==> src/rtl/input_route_stage.sv <==
// input_route_stage
//   Link-side routing stage of a mesh router input port. Each flit arriving on
//   the link is registered toward the per-VC input buffers. The next-hop port
//   is computed by X-first dimension-ordered routing. A per-VC packet FSM
//   enforces well-formed packet framing. Flits that break framing, that target
//   a full VC buffer, or that carry an out-of-range VC id are dropped. Each
//   drop raises a one-cycle error pulse.
//
// Ports
//   clk        : sole clock, rising edge
//   rst        : synchronous active-high reset
//   data_i     : incoming flit (label, vc_id, data); head data holds x/y dest
//   valid_i    : data_i valid this cycle
//   is_full_i  : per-VC full flag from the downstream input buffers
//   data_o     : registered flit with vc_id stripped
//   write_o    : one-hot per-VC write strobe, zero when nothing is forwarded
//   out_port_o : next-hop port of the forwarded flit
//   error_o    : pulse, the flit accepted on the previous cycle was dropped

package noc_params;
  localparam int MESH_SIZE_X      = 4;
  localparam int MESH_SIZE_Y      = 4;
  localparam int DEST_ADDR_SIZE_X = $clog2(MESH_SIZE_X);
  localparam int DEST_ADDR_SIZE_Y = $clog2(MESH_SIZE_Y);
  localparam int VC_NUM           = 2;
  localparam int VC_SIZE          = $clog2(VC_NUM);
  localparam int FLIT_DATA_SIZE   = 16;

  typedef enum logic [1:0] {HEAD, BODY, TAIL, HEADTAIL} flit_label_t;

  typedef enum logic [2:0] {LOCAL, NORTH, SOUTH, WEST, EAST} port_t;

  // Head flits carry x_dest in the low bits of data, y_dest just above it.
  typedef struct packed {
    flit_label_t               flit_label;
    logic [VC_SIZE-1:0]        vc_id;
    logic [FLIT_DATA_SIZE-1:0] data;
  } flit_t;

  typedef struct packed {
    flit_label_t               flit_label;
    logic [FLIT_DATA_SIZE-1:0] data;
  } flit_novc_t;
endpackage

module input_route_stage #(
  parameter int VC_NUM    = 2,
  parameter int X_CURRENT = 0,
  parameter int Y_CURRENT = 0
) (
  input  logic                 clk,
  input  logic                 rst,
  input  noc_params::flit_t    data_i,
  input  logic                 valid_i,
  input  logic [VC_NUM-1:0]    is_full_i,
  output noc_params::flit_novc_t data_o,
  output logic [VC_NUM-1:0]    write_o,
  output noc_params::port_t    out_port_o,
  output logic                 error_o
);

  // state | meaning
  // IDLE  | no packet open on this VC; only HEAD or HEADTAIL accepted
  // BUSY  | packet open; BODY/TAIL accepted, routed with the stored port
  typedef enum logic {IDLE, BUSY} vc_state_t;

  localparam int DX = noc_params::DEST_ADDR_SIZE_X;
  localparam int DY = noc_params::DEST_ADDR_SIZE_Y;
  localparam logic [DX-1:0] X_C = DX'(X_CURRENT);
  localparam logic [DY-1:0] Y_C = DY'(Y_CURRENT);

  vc_state_t               r_state     [VC_NUM];
  vc_state_t               w_state_nxt [VC_NUM];
  noc_params::port_t       r_route     [VC_NUM];
  noc_params::port_t       w_route_nxt [VC_NUM];

  noc_params::flit_novc_t  r_data;
  logic [VC_NUM-1:0]       r_write;
  noc_params::port_t       r_out_port;
  logic                    r_error;

  logic [DX-1:0]           w_x_dest;
  logic [DY-1:0]           w_y_dest;
  noc_params::port_t       w_calc_port;
  noc_params::port_t       w_port;
  logic                    w_vc_ok;
  logic                    w_fwd;
  logic                    w_err;
  logic [VC_NUM-1:0]       w_write;

  // X-first dimension-ordered route from the head coordinates
  always_comb begin
    w_x_dest = data_i.data[DX-1:0];
    w_y_dest = data_i.data[DX +: DY];
    if (w_x_dest > X_C)      w_calc_port = noc_params::EAST;
    else if (w_x_dest < X_C) w_calc_port = noc_params::WEST;
    else if (w_y_dest > Y_C) w_calc_port = noc_params::SOUTH;
    else if (w_y_dest < Y_C) w_calc_port = noc_params::NORTH;
    else                     w_calc_port = noc_params::LOCAL;
  end

  always_comb begin
    w_vc_ok = (int'(data_i.vc_id) < VC_NUM);
    w_fwd   = 1'b0;
    w_err   = 1'b0;
    w_port  = r_out_port;
    for (int v = 0; v < VC_NUM; v++) begin
      w_state_nxt[v] = r_state[v];
      w_route_nxt[v] = r_route[v];
    end

    if (valid_i) begin
      if (!w_vc_ok) begin
        w_err = 1'b1;
      end else if (is_full_i[data_i.vc_id]) begin
        // full buffer overrides framing: VC state left untouched
        w_err = 1'b1;
      end else begin
        case (r_state[data_i.vc_id])
          IDLE: begin
            case (data_i.flit_label)
              noc_params::HEAD: begin
                w_fwd = 1'b1;
                w_port = w_calc_port;
                w_route_nxt[data_i.vc_id] = w_calc_port;
                w_state_nxt[data_i.vc_id] = BUSY;
              end
              noc_params::HEADTAIL: begin
                w_fwd  = 1'b1;
                w_port = w_calc_port;
              end
              default: w_err = 1'b1;
            endcase
          end
          BUSY: begin
            case (data_i.flit_label)
              noc_params::BODY: begin
                w_fwd  = 1'b1;
                w_port = r_route[data_i.vc_id];
              end
              noc_params::TAIL: begin
                w_fwd  = 1'b1;
                w_port = r_route[data_i.vc_id];
                w_state_nxt[data_i.vc_id] = IDLE;
              end
              default: w_err = 1'b1;
            endcase
          end
          default: w_err = 1'b1;
        endcase
      end
    end

    w_write = w_fwd ? (VC_NUM'(1) << data_i.vc_id) : '0;
  end

  always_ff @(posedge clk) begin
    if (rst) begin
      r_write    <= '0;
      r_error    <= 1'b0;
      r_data     <= '0;
      r_out_port <= noc_params::LOCAL;
      for (int v = 0; v < VC_NUM; v++) begin
        r_state[v] <= IDLE;
        r_route[v] <= noc_params::LOCAL;
      end
    end else begin
      r_write    <= w_write;
      r_error    <= w_err;
      r_out_port <= w_port;
      if (w_fwd) begin
        r_data.flit_label <= data_i.flit_label;
        r_data.data       <= data_i.data;
      end
      for (int v = 0; v < VC_NUM; v++) begin
        r_state[v] <= w_state_nxt[v];
        r_route[v] <= w_route_nxt[v];
      end
    end
  end

  assign data_o     = r_data;
  assign write_o    = r_write;
  assign out_port_o = r_out_port;
  assign error_o    = r_error;

endmodule

==> config.mk <==
export PLATFORM = sky130hd
export DESIGN_NAME = input_route_stage
export DESIGN_NICKNAME = d
export VERILOG_FILES = /design/src/rtl/input_route_stage.sv
export SDC_FILE = /design/constraint.sdc
export NUM_CORES = 1
export LEC_CHECK = 0
export CAP_MARGIN = 20
export CORE_MARGIN = 1.5
export CORE_UTILIZATION = 39
export DETAILED_ROUTE_END_ITERATION = 10
export GPL_TIMING_DRIVEN = 0
export PLACE_DENSITY = 0.74
export SYNTH_ARGS = -nofsm -noshare
export SYNTH_HDL_FRONTEND = slang
export SYNTH_SLANG_ARGS = --single-unit
==> constraint.sdc <==
create_clock -name clk -period 1.5 [get_ports clk]
set_clock_uncertainty 0.15 [all_clocks]
set_input_delay 0.225 -clock clk [delete_from_list [all_inputs] [get_ports clk]]
set_output_delay 0.225 -clock clk [all_outputs]
set_load 0.03 [all_outputs]
# Word-level counts from Yosys, hierarchy flattened
# Memory sizes are Yosys's and may differ from the RTL's.
# Cells that the tools add are included.
[op_classes]
add_sub_neg = 0
mul = 0
bitwise = 12
eq_ne = 5
n_mux = 39
shift = 1
order_cmp = 7
div_mod_pow = 0
reduce_logical = 7
[ops]
columns = ["cell", "n"]
rows = [
  ["2-to-1 mux 6 bit", 4],
  ["2-to-1 mux 3 bit", 6],
  ["2-to-1 mux 1 bit", 16],
  ["2-to-1 mux 2 bit", 6],
  ["OR reduction 2 bit", 4],
  ["bitwise mux 6 bit", 1],
  ["less-than comparator 2 x 1 -> 1 bit (second input constant)", 3],
  ["one-hot mux 3 bit (2 select lines)", 1],
  ["== test 2 bit (second input constant)", 2],
  ["> comparator 2 x 1 -> 1 bit (second input constant)", 2],
  ["inequality test 2 bit (second input constant)", 2],
  ["NOT 1 bit", 4],
  ["OR 1 bit", 4],
  ["one-hot mux 1 bit (2 select lines)", 2],
  ["one-hot mux 2 bit (2 select lines)", 1],
  ["AND reduction 4 bit", 1],
  ["demux 3 bit (select 1 bit)", 1],
  ["AND 2 bit", 1],
  ["== test 2 x 1 -> 1 bit (second input constant)", 1],
  ["greater-or-equal comparator 2 bit (second input constant)", 1],
  ["zero test 2 bit", 1],
  ["less-than comparator 1 x 2 -> 1 bit (second input constant)", 1],
  ["NOT 1 -> 2 bit", 1],
  ["NOT 2 bit", 1],
  ["other kinds (4)", 4],
]
[word_totals]
ram_bits = 8
memories = 2
input_bits = 24
latchBits = 0
output_inout_bits = 24
mem_bits_ro = 0
reg_bits = 24
[memory_table]
columns = ["memory", "depth", "word_bits", "rd", "rd_ports_with_merged_regs", "write_ports", "line_no", "rtl"]
rows = [
  ["r_route", 2, 3, 3, 0, 2, "74", "noc_params::port_t r_route [VC_NUM];"],
  ["r_state", 2, 1, 3, 0, 2, "72", "vc_state_t r_state [VC_NUM];"],
]

# Longest topological paths before layout
[depth]
ltp_word = 12
ltp_mapped = 6
ltp_nobuf = 6

# Worst setup path before layout
# No wires, ideal clock.
[synth_path]
path_kind = "input port to flip-flop"
start = "input port data_i[17] (netlist name)"
end = "register r_out_port[2] (netlist: out_port_o[2])"
path_stages = 6
required_time_ps = 1262
setup_time_ps = 88
arrival_time_ps = 1228
setup_slack_ps = 34
cell_sequence = "inv_1 -> ha_1 -> xor2_1 -> buf_4 -> a21oi_2 -> a311oi_2"
[synth_between]
elab_chain_len = 4
word_cells_on_any_way = 9
[synth_lines]
columns = ["item", "line_no", "rtl"]
rows = [
  ["start, declared", "53", "input noc_params::flit_t data_i,"],
  ["== test 2 bit, or another cell as far along", "136", "case (data_i.flit_label)"],
  ["OR reduction 2 bit (no line)", "--", ""],
  ["inequality test 2 bit (no line)", "--", ""],
  ["AND reduction 4 bit (no line) *", "--", ""],
  ["end signal, assigned", "162", "r_out_port <= noc_params::LOCAL;"],
  ["end signal, assigned", "170", "r_out_port <= w_port;"],
  ["end, declared", "79", "noc_params::port_t r_out_port;"],
]
# Mark *: on every way between the ends. The rest lies on a longest branch, timed or not.
# A chain may end at the register's enable or synchronous reset.

==> impl_metrics.csv <==
group,metric,value,unit
sta,worst_pin_slew,0.538,ns
power,power_density,898,nW/um^2
hold_path,hold_end,"write_o[1]",
sta,max_freq,0.652,GHz
clock_tree,numClockSinks,29,
placed_design,hpwlAfterDp,2380,um
worst_setup_path,worstSetupStartpointType,"register",
worst_setup_path,rr_worst_depth,6,
worst_setup_path,path_buf_inv,2,
yosys,synth_top_family_by_area,"compound AO/OA/AOI/OAI gates",
cells_and_area,fin_nets,240,
sta,rsz0062_at_grt,"yes",
yosys,yosys.area_share.adder,1.89,%
clock_tree,cts_root_buf,"clkbuf_4",
sta,max-slew-margin-rel,64.1,%
floorplan,core_area,3150,sq um
cells_and_area,fin_area,2150,sq um
yosys,synth_top_flop_cell,"dfxtp_1",
sta,holdWs,0.0685,ns
floorplan,chipHeight,61.3,um
yosys,synth_edf_count,0,
route,drtIter0Drc,74,
clock_tree,clockBufferDepth,2,
worst_setup_path,critPathArrivalTime,1.62,ns
cells_and_area,drive_gt1_share,27.9,%
clock_tree,clock_latency,0.32,ns
cells_and_area,fill_cells,278,
yosys,synth_compound_area_share,23.1,%
placed_design,placed_cell_area,1820,sq um
placed_design,port_buffers,44,
route,drcViolationCount,0,
route,drt-vias-per-instance,5.25,
yosys,synth_nets,182,
worst_setup_path,r2r_end,"out_port_o[1]",
yosys,synth-xor-area-share,1.32,%
yosys,avgSynthCellArea,8.50,sq um
floorplan,initial_utilization,42.1,%
yosys,synth_mux_area_share,4.72,%
yosys,async_flop_share,0,%
worst_setup_path,end_kind,"register",
route,drt_wl_total,3990,um
route,first_pass_iters,4,
flow_run,cap_violations,0,
cells_and_area,syn_to_final_growth,62.5,%
sta,finalCritPeriodShare,102,%
global_routing,antenna_found_initial,0,
floorplan,die-area,3760,sq um
yosys,ys_warn_count,0,
clock_tree,htreeDepth,2,
sta,maxSlewViolCount,0,
sta,tns,-0.0777,ns
worst_setup_path,max_stage_delay,0.36,ns
outcome,status,"finished with violations",
placed_design,globalplace.congestion,0.904,
worst_setup_path,reg2reg_setup_slack,-0.03,ns
worst_setup_path,critPathRequiredTime,1.58,ns
worst_setup_path,critical-path-slowest-cell,"dfxtp_2",
hold_path,worstHoldPathType,"in2reg",
global_routing,track_usage,23.1,%
outcome,violations,"setup timing",
clock_tree,cts_tree,"built",
route,detail-route-antenna-nets,0,
sta,min_period,1.53,ns
floorplan,pin_count,48,
hold_path,hp-start,"data_i[16]",
clock_tree,cts_buffers,5,
global_routing,grt_pass1_vias,1391,
route,avgRoutedWirePerCell,15.4,um
yosys,ys_top_cells_by_area,"dfxtp_1, a21oi_1, nand3_1, o21ai_0, mux2i_1",
yosys,yosysTopAreaCell,"dfxtp_1",
sta,setup_slack,-0.0347,ns
global_routing,grt_first_pass_wirelength,6290,um
yosys,synth_seq_cells,29,
power,ir_worst_vdd,459,uV
yosys,synthDistinctLibCells,36,
yosys,yosys.area.top_type_share,43.8,%
clock_tree,cts.clk_slew.worst_paths,0.08,ns
yosys,seq_area_frac_synth,43.8,%
worst_setup_path,timing.critical_path.mode_cell,"buf_6",
power,power.static_leakage,0.826,nW
cells_and_area,diodes,0,
yosys,syn_area,1330,sq um
global_routing,grt_remaining_overflow,0,
route,vias,1361,
sta,hold_viol_final,0,
global_routing,grt_max_degree,11,
hold_path,hold_path_depth,2,
yosys,syn_inst,156,
floorplan,rows,20,
yosys,synth-simple-area-share,16.7,%
worst_setup_path,crit_family,"flip-flops",
worst_setup_path,critPathKind,"reg2reg",
sta,finalSetupViolations,6,
floorplan,die_width,61.3,um
worst_setup_path,critPathMaxFanout,5,
worst_setup_path,crit_chain,"mux2i_4 > buf_6 > xnor2_4 > buf_6 > nor2_4 > o32ai_2",
-- final cells by class --
| cell class | count | area (sq um) | area share (%) |
|---|---|---|---|
| clock inverter | 1 | 30.0 | 1.39 |
| clock buffer | 7 | 55.1 | 2.56 |
| inverter | 6 | 22.5 | 1.05 |
| tap | 44 | 55.1 | 2.56 |
| timing repair buffer | 54 | 515 | 23.9 |
| multi-input combinational | 105 | 793 | 36.8 |
| sequential | 29 | 583 | 27.1 |
| buffer | 13 | 100 | 4.65 |
-- state kept, by name, summed over array words and instances (netlist names), named ones only --
signal and flops:
write_o 2, out_port_o 2, data_o 18, r_route 4, error_o 1
-- report_power, final --
part / internal [mW] / switching (mW)
Sequential: 0.797 / 0.0134
Combinational: 0.206 / 0.256
Clock: 0.398 / 0.264
Total: 1.40 / 0.533
-- repair_timing --
item                                    in CTS  in global routing
endpoints found under the setup margin      46                 33
pin swaps                                   18                  9
setup buffers                                8                  1
gates cloned                                 3                  0
resized for setup                           69                 35
endpoints found under the hold margin        1                  1
-- cells by family after synthesis --
| kind of cell | after synthesis |
|---|---|
| mux | 5 |
| fa+ha+maj | 2 |
| buf+inv | 22 |
| flops | 29 |
| simple gates | 42 |
| other cells | 1 |
| compound gates | 53 |
| xor+xnor | 2 |
-- cell usage in the layout, fill, tap and decap left out, drive strengths merged, types with 8 or more instances in the layout --
master and n:
dlygate4sd2 17, nand3 21, a21oi 24, clkdlybuf4s50 19, dfxtp 29, o21ai 21
clkbuf 12, clkdlybuf4s15 8, nor2 10, buf 17
-- Yosys cell counts (2+ instances only) --
| cell | count |
|---|---|
| dfxtp_1 | 29 |
| a21oi_1 | 23 |
| nand3_1 | 21 |
| o21ai_0 | 21 |
| nor2_1 | 9 |
| inv_1 | 6 |
| buf_2 | 5 |
| clkbuf_1 | 4 |
| clkbuf_2 | 4 |
| mux2i_1 | 4 |
| nand2_1 | 3 |
| buf_4 | 2 |
| ha_1 | 2 |
-- worst max path at each step --
| stage | startpoint | endpoint | slack (ns) | cells after the start |
|---|---|---|---|---|
| finish | register | out_port_o[1] | -0.03 | 6 |
| floorplan | data_i[17] | out_port_o[2] | 0.03 | 6 |
| detailed placement | data_i[18] | write_o[1] | -0.64 | 7 |
| global route | register | out_port_o[1] | -0.08 | 6 |
| global placement | data_i[18] | out_port_o[1] | -0.61 | 7 |
| CTS | register | out_port_o[2] | -0.1 | 7 |
-- routing by layer --
layer	global-route usage (%)	share of wire (%)	wire (um)
met1	25.9	40	1590
met5	0	0	0
met2	40.4	52	2060
met3	6.09	5.6	223
met4	11.5	3.0	121
-- stage by stage --
step           setup slack, ns  std cells  power [mW]  util [%]
2_1_floorplan           0.0336        156        1.04         -
3_3_place_gp            -0.607        244        1.18      57.8
3_5_place_dp            -0.645        244        1.18      57.8
4_1_cts                -0.0952        263        1.93      67.0
5_1_grt                -0.0820        259        2.02      68.3
6_report               -0.0347        259        1.93      68.3
Note: power is estimated with default switching activity, not from simulation.
